**src/rtl/slave_cpl_tag_tracker.sv**
```systemverilog
// rtl/slave_cpl_tag_tracker.sv - completion tag tracker: recorder lookup, DW accounting, AXI response and tag release
module slave_cpl_tag_tracker #(
  parameter int ADDR_W  = 5,
  parameter int ID_W    = 4,
  parameter int LEN_W   = 10,
  parameter int ENTRY_W = 1 + ID_W + LEN_W
) (
  input  logic               ACLK,
  input  logic               ARESETn,
  input  logic               cpl_valid,
  output logic               cpl_ready,
  input  logic [ADDR_W-1:0]  cpl_tag,
  input  logic [2:0]         cpl_status,
  input  logic [LEN_W-1:0]   cpl_dw_count,
  output logic [ADDR_W-1:0]  resp_rd_addr,
  input  logic [ENTRY_W-1:0] resp_rd_data,
  output logic               resp_wr_en,
  output logic [ADDR_W-1:0]  resp_wr_addr,
  output logic [ENTRY_W-1:0] resp_wr_data,
  output logic               rsp_valid,
  input  logic               rsp_ready,
  output logic [ID_W-1:0]    rsp_id,
  output logic               rsp_last,
  output logic               rsp_err,
  output logic               tag_free_valid,
  output logic [ADDR_W-1:0]  tag_free,
  output logic [7:0]         unexp_cnt
);

  localparam logic [1:0] S_IDLE   = 2'd0;
  localparam logic [1:0] S_LOOKUP = 2'd1;
  localparam logic [1:0] S_UPDATE = 2'd2;
  localparam logic [1:0] S_RESP   = 2'd3;

  logic [1:0]         state_q, state_d;
  logic               cpl_ready_q, cpl_ready_d;
  logic [ADDR_W-1:0]  tag_q, tag_d;
  logic [2:0]         status_q, status_d;
  logic [LEN_W-1:0]   dw_q, dw_d;
  logic [ADDR_W-1:0]  rd_addr_q, rd_addr_d;
  logic               wr_en_q, wr_en_d;
  logic [ADDR_W-1:0]  wr_addr_q, wr_addr_d;
  logic [ENTRY_W-1:0] wr_data_q, wr_data_d;
  logic               rsp_valid_q, rsp_valid_d;
  logic [ID_W-1:0]    rsp_id_q, rsp_id_d;
  logic               rsp_last_q, rsp_last_d;
  logic               rsp_err_q, rsp_err_d;
  logic               free_valid_q, free_valid_d;
  logic [ADDR_W-1:0]  free_tag_q, free_tag_d;
  logic [7:0]         unexp_q, unexp_d;

  logic               ent_valid;
  logic [ID_W-1:0]    ent_id;
  logic [LEN_W-1:0]   ent_len;

  assign ent_valid = resp_rd_data[ENTRY_W-1];
  assign ent_id    = resp_rd_data[ID_W+LEN_W-1:LEN_W];
  assign ent_len   = resp_rd_data[LEN_W-1:0];

  always_comb begin
    state_d      = state_q;
    tag_d        = tag_q;
    status_d     = status_q;
    dw_d         = dw_q;
    rd_addr_d    = rd_addr_q;
    wr_en_d      = 1'b0;
    wr_addr_d    = wr_addr_q;
    wr_data_d    = wr_data_q;
    rsp_valid_d  = rsp_valid_q;
    rsp_id_d     = rsp_id_q;
    rsp_last_d   = rsp_last_q;
    rsp_err_d    = rsp_err_q;
    free_valid_d = 1'b0;
    free_tag_d   = free_tag_q;
    unexp_d      = unexp_q;

    case (state_q)
      S_IDLE: begin
        if (cpl_valid && cpl_ready_q) begin
          tag_d     = cpl_tag;
          status_d  = cpl_status;
          dw_d      = cpl_dw_count;
          rd_addr_d = cpl_tag;
          state_d   = S_LOOKUP;
        end
      end
      S_LOOKUP: state_d = S_UPDATE;
      S_UPDATE: begin
        if (!ent_valid) begin
          // Completion for a tag nobody is waiting on: count it and drop it.
          if (unexp_q != 8'hFF) unexp_d = unexp_q + 8'd1;
          state_d = S_IDLE;
        end else begin
          wr_en_d     = 1'b1;
          wr_addr_d   = tag_q;
          rsp_valid_d = 1'b1;
          rsp_id_d    = ent_id;
          state_d     = S_RESP;
          if (status_q != 3'b000) begin
            wr_data_d  = {1'b0, ent_id, ent_len};
            rsp_last_d = 1'b1;
            rsp_err_d  = 1'b1;
          end else if (dw_q >= ent_len) begin
            wr_data_d  = {1'b0, ent_id, {LEN_W{1'b0}}};
            rsp_last_d = 1'b1;
            rsp_err_d  = 1'b0;
          end else begin
            wr_data_d  = {1'b1, ent_id, ent_len - dw_q};
            rsp_last_d = 1'b0;
            rsp_err_d  = 1'b0;
          end
        end
      end
      default: begin
        if (rsp_ready) begin
          rsp_valid_d  = 1'b0;
          free_valid_d = rsp_last_q;
          free_tag_d   = tag_q;
          state_d      = S_IDLE;
        end
      end
    endcase

    cpl_ready_d = (state_d == S_IDLE);
  end

  always_ff @(posedge ACLK or negedge ARESETn) begin
    if (!ARESETn) begin
      state_q      <= S_IDLE;
      cpl_ready_q  <= 1'b0;
      tag_q        <= '0;
      status_q     <= '0;
      dw_q         <= '0;
      rd_addr_q    <= '0;
      wr_en_q      <= 1'b0;
      wr_addr_q    <= '0;
      wr_data_q    <= '0;
      rsp_valid_q  <= 1'b0;
      rsp_id_q     <= '0;
      rsp_last_q   <= 1'b0;
      rsp_err_q    <= 1'b0;
      free_valid_q <= 1'b0;
      free_tag_q   <= '0;
      unexp_q      <= '0;
    end else begin
      state_q      <= state_d;
      cpl_ready_q  <= cpl_ready_d;
      tag_q        <= tag_d;
      status_q     <= status_d;
      dw_q         <= dw_d;
      rd_addr_q    <= rd_addr_d;
      wr_en_q      <= wr_en_d;
      wr_addr_q    <= wr_addr_d;
      wr_data_q    <= wr_data_d;
      rsp_valid_q  <= rsp_valid_d;
      rsp_id_q     <= rsp_id_d;
      rsp_last_q   <= rsp_last_d;
      rsp_err_q    <= rsp_err_d;
      free_valid_q <= free_valid_d;
      free_tag_q   <= free_tag_d;
      unexp_q      <= unexp_d;
    end
  end

  assign cpl_ready      = cpl_ready_q;
  assign resp_rd_addr   = rd_addr_q;
  assign resp_wr_en     = wr_en_q;
  assign resp_wr_addr   = wr_addr_q;
  assign resp_wr_data   = wr_data_q;
  assign rsp_valid      = rsp_valid_q;
  assign rsp_id         = rsp_id_q;
  assign rsp_last       = rsp_last_q;
  assign rsp_err        = rsp_err_q;
  assign tag_free_valid = free_valid_q;
  assign tag_free       = free_tag_q;
  assign unexp_cnt      = unexp_q;

endmodule

```
**config.mk**
```make
export PLATFORM = sky130hd
export DESIGN_NAME = slave_cpl_tag_tracker
export DESIGN_NICKNAME = d
export VERILOG_FILES = /design/src/rtl/slave_cpl_tag_tracker.sv
export SDC_FILE = /design/constraint.sdc
export NUM_CORES = 1
export LEC_CHECK = 0
export BUFFER_PORTS_ARGS = -buffer_cell sky130_fd_sc_hd__buf_2
export CORE_MARGIN = 1
export CORE_UTILIZATION = 46
export DETAILED_ROUTE_END_ITERATION = 7
export GPL_ROUTABILITY_DRIVEN = 0
export GPL_TIMING_DRIVEN = 0
export PLACE_DENSITY = 0.73
export SYNTH_ARGS = -nofsm -noshare
export SYNTH_HDL_FRONTEND = slang
export SYNTH_SLANG_ARGS = --single-unit
```
**constraint.sdc**
```tcl
create_clock -name ACLK -period 2.06 [get_ports ACLK]
set_input_delay 0 -clock ACLK [delete_from_list [all_inputs] [get_ports ACLK]]
set_output_delay 0 -clock ACLK [all_outputs]
set_load 0.01 [all_outputs]
```
==> results.sh, run 1 <==
export IMPL_relSlewSlack_pct=51.28
export IMPL_cp_max_fo=5
export IMPL_startpoint="dw_q[0]"
export IMPL_worstMarginPinSlew_ns=0.7308
export IMPL_drtIter0Drc=156
export IMPL_grt_overflow=0
export IMPL_path_cells="ha_2 -> inv_2 -> fa_2 -> a21o_1 -> a221oi_4 -> a21boi_2 -> o31ai_4 -> buf_6 -> o31ai_2"
export IMPL_final_cell_mix="buf_2 (84), nand2_1 (60), dfrtp_1 (59)"
export IMPL_leakagePower_nw=1.995
export IMPL_grt_pass1_vias=2353
export IMPL_antenna_diode_count=0
export IMPL_portBuffers=84
export IMPL_yosys_area_top_type="dfrtp_1"
export IMPL_violations="negative setup slack"
export IMPL_finalHoldViolations=0
export IMPL_via_per_inst=4.980
export IMPL_synth_cells=274
export IMPL_hold_class="primary input to register"
export IMPL_die_width_um=80.22
export IMPL_h_tree_depth=3
export IMPL_routed_wl_um=6870
export IMPL_place_worst_setup_slack_ns=-0.2043
export IMPL_period_share_pct=107.8
export IMPL_async_flop_share_pct=100.0
export IMPL_min_from="resp_rd_data[14]"
export IMPL_rsz0062_at_grt="yes"
export IMPL_fp_row_count=28
export IMPL_multiInputGateArea_mm2=0.001236
export IMPL_vias=2440
export IMPL_grt_pass1_wl_um=11120
export IMPL_synth_area_leaders="dfrtp_1 (52%), nand2_1 (8.1%), ha_1 (4.9%), mux2_2 (4.0%), o21ai_0 (3.7%)"
export IMPL_yosysUniqueCellTypes=39
export IMPL_clk_pin_slew_ns=0.07
export IMPL_slew_violations=0
export IMPL_yosys_warnings=0
export IMPL_hpwlAfterDp_um=4424
export IMPL_worstReg2RegStart="dw_q[0]"
export IMPL_criticalPathCategory="register to register"
export IMPL_fin_ws_ns=-0.1600
export IMPL_cts_tree="yes"
export IMPL_finClkSkew_ns=0.006479
export IMPL_antenna_found_initial=0
export IMPL_status="complete, but fails checks"
export IMPL_ant_nets=0
export IMPL_seq_area_frac_synth_pct=52.47
export IMPL_required_ns=2.28
export IMPL_arrival_ns=2.44
export IMPL_syn_avg_cell_area_um2=10.27
export IMPL_cp_slowest_cell="dfrtp_1"
export IMPL_ioPinCount=85
export IMPL_syn_area_mm2=0.002814
export IMPL_wl_per_cell_um=14.02
export IMPL_areaGrowthSynthToFinish_pct=40.42
export IMPL_die_h_um=80.22
export IMPL_clk_latency_ns=0.34
export IMPL_grt_max_degree=60
export IMPL_clock_fmax_mhz=450.5
export IMPL_cts_root_buf="clkbuf_8"
export IMPL_grt_usage_pct=23.23
export IMPL_layout_commonest_cell="buf_2"
export IMPL_fin_crit_ns=2.220
export IMPL_drc=0
export IMPL_startpoint_type="register"
export IMPL_p_per_area_mw_per_mm2=1422
export IMPL_synth_top_area_share_pct=52.47
export IMPL_drt_pass1_iterations=4
export IMPL_clk_path_buf_depth=2
export IMPL_seq_area_mm2=0.001476
export IMPL_synth_edf_count=0
export IMPL_initial_core_util_pct=47.53
export IMPL_crit_family="compound AO/OA/AOI/OAI gates"
export IMPL_synth_ff_type="dfrtp_1"
export IMPL_drv_cap=0
export IMPL_cp_end_kind="register"
export IMPL_clock_sinks=59
export IMPL_p_total_mw=5.620
export IMPL_fin_setup_tns_ns=-1.724
export IMPL_drive_gt1_share_pct=33.73
export IMPL_dieArea_mm2=0.006434
export IMPL_vdd_ir_drop_max_mv=0.6927
export IMPL_synth_seq_cells=59
export IMPL_cts_made_buffers=9
export IMPL_cp_num_buf_inv=2
export IMPL_synth_fp_nets=323
export IMPL_fillers=477
export IMPL_max_stage_delay_ns=0.36
export IMPL_core_area_mm2=0.005921
export IMPL_nets=459
export IMPL_setup_viol=12
-- sequential cells by signal, summed over array words and instances, names as in the netlist --
signal,flops
rsp_err,1
tag_free_valid,1
rsp_last,1
resp_wr_data,15
dw_q,10
unexp_cnt,8
cpl_ready,1
resp_wr_en,1
state_q,2
rsp_valid,1
resp_wr_addr,5
status_q,3
tag_free,5
resp_rd_addr,5
-- synth_stat cells, types with 2 or more instances --
cell type	count
a21o_1	4
a21oi_1	6
a22oi_1	10
and3_1	5
buf_4	4
buf_6	2
clkbuf_1	6
dfrtp_1	59
ha_1	11
inv_1	17
mux2_2	10
nand2_1	61
nand2b_1	3
nand3_1	9
nand3b_1	2
nor2_1	9
nor3_1	3
o21ai_0	21
o31ai_1	2
xnor2_1	8
xor2_1	4
-- per-layer routing --
metal  share of wire, %  wire (um)  track usage (%)
met5                  0          0                0
met4                1.8        123            11.07
met3                3.1        214            4.886
met2                 49       3333            35.98
met1                 47       3198            31.02
-- layout make-up --
type	count	share of cell area (%)
Clock inverter	4	0.6333
Sequential cell	59	37.37
Tap cell	75	2.375
Buffer	13	2.027
Inverter	17	1.615
Clock buffer	12	3.927
Timing Repair Buffer	125	20.77
Multi-Input combinational cell	185	31.29
-- timing repair --
item                                    4_1_cts  5_1_grt
endpoints found under the setup margin       12       15
gates cloned                                  1        0
buffers inserted                              4        3
endpoints found under the hold margin        91        0
pin swaps                                     3        5
gates resized for setup                      14        6
hold buffers                                 33        0
-- per-stage QoR --
step	hold WS (ns)	instance area (um^2)	util [%]	instances
2_1_floorplan	-0.2956	2816	-	274
3_3_place_gp	0.1962	3331	56.26	433
3_5_place_dp	0.1998	3331	56.26	433
4_1_cts	0.01193	3897	65.83	487
5_1_grt	0.01566	3951	66.74	490
6_report	0.01309	3951	66.74	490
-- cells by family (layout without fill, tap and decap cells) --
group | Yosys count | in the layout | share of synthesized area (%)
compound gates | 52 | 52 | 13.07
xor+xnor | 12 | 12 | 3.735
fa+ha+maj | 12 | 12 | 5.602
buf+inv | 30 | 171 | 5.113
flops | 59 | 59 | 52.47
mux | 10 | 10 | 4.002
simple gates | 99 | 99 | 16.01
-- power breakdown --
group	leakage, nW	switching, mW	total [mW]	internal [mW]
Clock	0.0884	0.457	0.955	0.498
Combinational	1.18	1.41	2.64	1.23
Sequential	0.731	0.340	2.02	1.68
Total	1.99	2.21	5.62	3.41
-- tightest hold or removal path, cell delays in order --
cell and delay (ns):
buf_2 0.11, a21oi_1 0.07, nor2_1 0.12
-- worst paths after layout --
check                                   endpoint  slack, ns  cells after the start
worst max-delay path             resp_wr_data[8]      -0.16                      9
worst min-delay path                  state_q[1]       0.01                      3
worst max register to register   resp_wr_data[8]      -0.16                      9
worst min register to register         rsp_valid       0.47                      2
max in group asynchronous                dw_q[8]       1.31                      2
min in group asynchronous       resp_wr_data[11]       0.26                      2
Power figures use the tool's default switching activity.
==> run 2, diff against run 1 <==
--- a/config.mk
+++ b/config.mk
@@ -7,11 +7,12 @@
 export LEC_CHECK = 0
 export BUFFER_PORTS_ARGS = -buffer_cell sky130_fd_sc_hd__buf_2
 export CORE_MARGIN = 1
-export CORE_UTILIZATION = 46
+export CORE_UTILIZATION = 51
+export CTS_CLUSTER_DIAMETER = 40
 export DETAILED_ROUTE_END_ITERATION = 7
 export GPL_ROUTABILITY_DRIVEN = 0
 export GPL_TIMING_DRIVEN = 0
-export PLACE_DENSITY = 0.73
+export PLACE_DENSITY = 0.77
 export SYNTH_ARGS = -nofsm -noshare
 export SYNTH_HDL_FRONTEND = slang
 export SYNTH_SLANG_ARGS = --single-unit
==> constraint.sdc (replaced) <==
create_clock -name ACLK -period 2.5 [get_ports ACLK]
set_input_delay 0 -clock ACLK [delete_from_list [all_inputs] [get_ports ACLK]]
set_output_delay 0 -clock ACLK [all_outputs]
set_load 0.005 [all_outputs]
==> run 2 against run 1 <==
The run now ends clean. Sequential power fell by 17%. Flip-flop and latch count did not move. Sequential share of layout area rose by 0.29 points. Combinational power fell by 26%. Via count rose by 4.1%. Global-route usage rose by 2.8 points. Largest cell class unchanged. Highest routed layer unchanged.
==> results.sh, run 2 (synthesis gave the netlist of run 1 again) <==
export IMPL_max_stage_delay_ns=0.54
export IMPL_portBuffers=84
export IMPL_intPower_mw=2.933
export IMPL_cts_made_buffers=9
export IMPL_cts_tree="yes"
export IMPL_status="finished, final reports clean"
export IMPL_die_width_um=76.28
export IMPL_drc=0
export IMPL_cts_root_buf="clkbuf_8"
export IMPL_drt_met1_wl_um=3279
export IMPL_ant_nets=0
export IMPL_initial_core_util_pct=54.06
export IMPL_seq_power_share_pct=36.2
export IMPL_worstMarginPinSlew_ns=0.7429
export IMPL_finalHoldViolations=0
export IMPL_drive_gt1_share_pct=31.55
export IMPL_die_h_um=76.28
export IMPL_vias=2541
export IMPL_fp_row_count=26
export IMPL_fin_crit_ns=2.404
export IMPL_criticalPathCategory="primary input to register"
export IMPL_startpoint_type="primary input"
export IMPL_wl_met3_um=332
export IMPL_drt_pass1_iterations=4
export IMPL_cp_max_fo=5
export IMPL_slew_violations=0
export IMPL_via_per_inst=5.272
export IMPL_nets=456
export IMPL_clk_pin_slew_ns=0.07
export IMPL_setup_viol=0
export IMPL_hpwlAfterDp_um=4404
export IMPL_r2r_cells=9
export IMPL_grt_usage_pct=26.04
export IMPL_clk_latency_ns=0.34
export IMPL_fillers=377
export IMPL_h_tree_depth=3
export IMPL_finClkSkew_ns=0.01042
export IMPL_required_ns=2.69
export IMPL_path_cells="dlygate4sd3_1 -> buf_2 -> inv_1 -> ha_1 -> inv_1 -> fa_2 -> a21o_1 -> a221oi_4 -> a21boi_2 -> o31ai_4 -> buf_6 -> o21ai_0"
export IMPL_final_cell_mix="buf_2 (84), nand2_1 (61), dfrtp_1 (59)"
export IMPL_drv_cap=0
export IMPL_hold_class="primary input to register"
export IMPL_grt_pass1_vias=2548
export IMPL_cp_num_buf_inv=5
export IMPL_path_depth=12
export IMPL_relSlewSlack_pct=50.21
export IMPL_areaGrowthSynthToFinish_pct=39.35
export IMPL_drtIter0Drc=205
export IMPL_wl_per_cell_um=14.74
export IMPL_core_area_mm2=0.005205
export IMPL_largest_reg_flops=15
export IMPL_routed_wl_um=7104
export IMPL_period_share_pct=96.18
export IMPL_clk_path_buf_depth=2
export IMPL_cp_end_kind="register"
export IMPL_vdd_ir_drop_max_mv=0.7978
export IMPL_fin_setup_tns_ns=0
export IMPL_hold_depth=3
export IMPL_leakagePower_nw=1.992
export IMPL_worst_hold_slack_ns=0.03899
export IMPL_met2_length_um=3346
export IMPL_switching_share_pct=36.45
export IMPL_layout_commonest_cell="buf_2"
export IMPL_top_layer="met4"
export IMPL_crit_top_cell="inv_1"
export IMPL_p_total_mw=4.616
export IMPL_dieArea_mm2=0.005819
export IMPL_ioPinCount=85
export IMPL_combPwrFrac_pct=42.3
export IMPL_switchingPower_mw=1.683
export IMPL_clock_sinks=59
export IMPL_p_per_area_mw_per_mm2=1177
export IMPL_grt_max_degree=60
export IMPL_grt_pass1_wl_um=11760
export IMPL_antenna_found_initial=0
export IMPL_crit_family="compound AO/OA/AOI/OAI gates"
export IMPL_cp_slowest_cell="dlygate4sd3_1"
export IMPL_rsz0062_at_grt="no"
export IMPL_grt_overflow=0
export IMPL_fin_ws_ns=0.09558
export IMPL_clock_fmax_mhz=415.9
export IMPL_place_worst_setup_slack_ns=0.1226
export IMPL_antenna_diode_count=0
export IMPL_power_frac_clock_pct=21.4
export IMPL_arrival_ns=2.60
==> run 2: cell types whose count changed in the layout (fill, tap and decap cells not counted), sizes merged <==
| cell | previous run | this run |
|---|---|---|
| clkbuf | 18 | 16 |
| bufinv | 0 | 2 |
| buf | 99 | 96 |
==> run 2: routing by layer <==
| layer | global-route usage [%] | vias up |
|---|---|---|
| li1 | - | 1196 |
| met1 | 35.04 | 1240 |
| met2 | 40.36 | 91 |
| met3 | 6.108 | 14 |
| met4 | 11.35 | 0 |
| met5 | 0 | - |
==> run 2: path summary, 6_finish.rpt <==
check                                  from               end  slack, ns
hold reg to reg             resp_wr_addr[0]   resp_wr_addr[0]       0.48
setup reg to reg                    dw_q[0]   resp_wr_data[6]       0.15
max in group asynchronous           ARESETn  resp_wr_data[14]       1.73
min in group asynchronous           ARESETn           dw_q[6]       0.27
hold / removal             resp_rd_data[14]        state_q[1]       0.04
setup / recovery            resp_rd_data[0]   resp_wr_data[6]        0.1
==> run 2: layout make-up <==
cell class / instances / area [um^2] / area share (%)
plain buffers: 13 / 80.08 / 2.042
clock buffers: 10 / 137.6 / 3.510
clock inverters: 6 / 88.84 / 2.265
inverters: 17 / 63.81 / 1.627
multi-input cells: 185 / 1196 / 30.50
flip-flops and latches: 59 / 1476 / 37.65
well taps: 70 / 87.58 / 2.234
repair buffers: 122 / 790.8 / 20.17
==> run 2: power groups by stage <==
stage | logic [mW] | clock network, mW | registers [mW]
CTS | 1.89 | 0.995 | 1.66
floorplan | 1.17 | 0 | 1.67
global route | 2.16 | 1.05 | 1.74
global placement | 1.77 | 0 | 1.66
finish | 1.95 | 0.990 | 1.67
detailed placement | 1.83 | 0 | 1.68
==> run 2: tightest hold or removal path: stages <==
cell and delay, ns:
buf_2 0.12, a21oi_1 0.08, nor2_1 0.13
==> run 2: repair_timing <==
item	CTS	global route
hold buffers	33	0
endpoints found under the setup margin	0	6
hold endpoints to repair	33	0
setup buffers	0	4
gates resized for setup	0	3
==> run 2: through the flow <==
step | std cells | instance area [um^2] | utilization, %
6_report | 482 | 3921 | 75.34
2_1_floorplan | 274 | 2814 | -
5_1_grt | 482 | 3921 | 75.34
3_5_place_dp | 428 | 3322 | 63.82
3_3_place_gp | 428 | 3322 | 63.82
4_1_cts | 477 | 3879 | 74.52
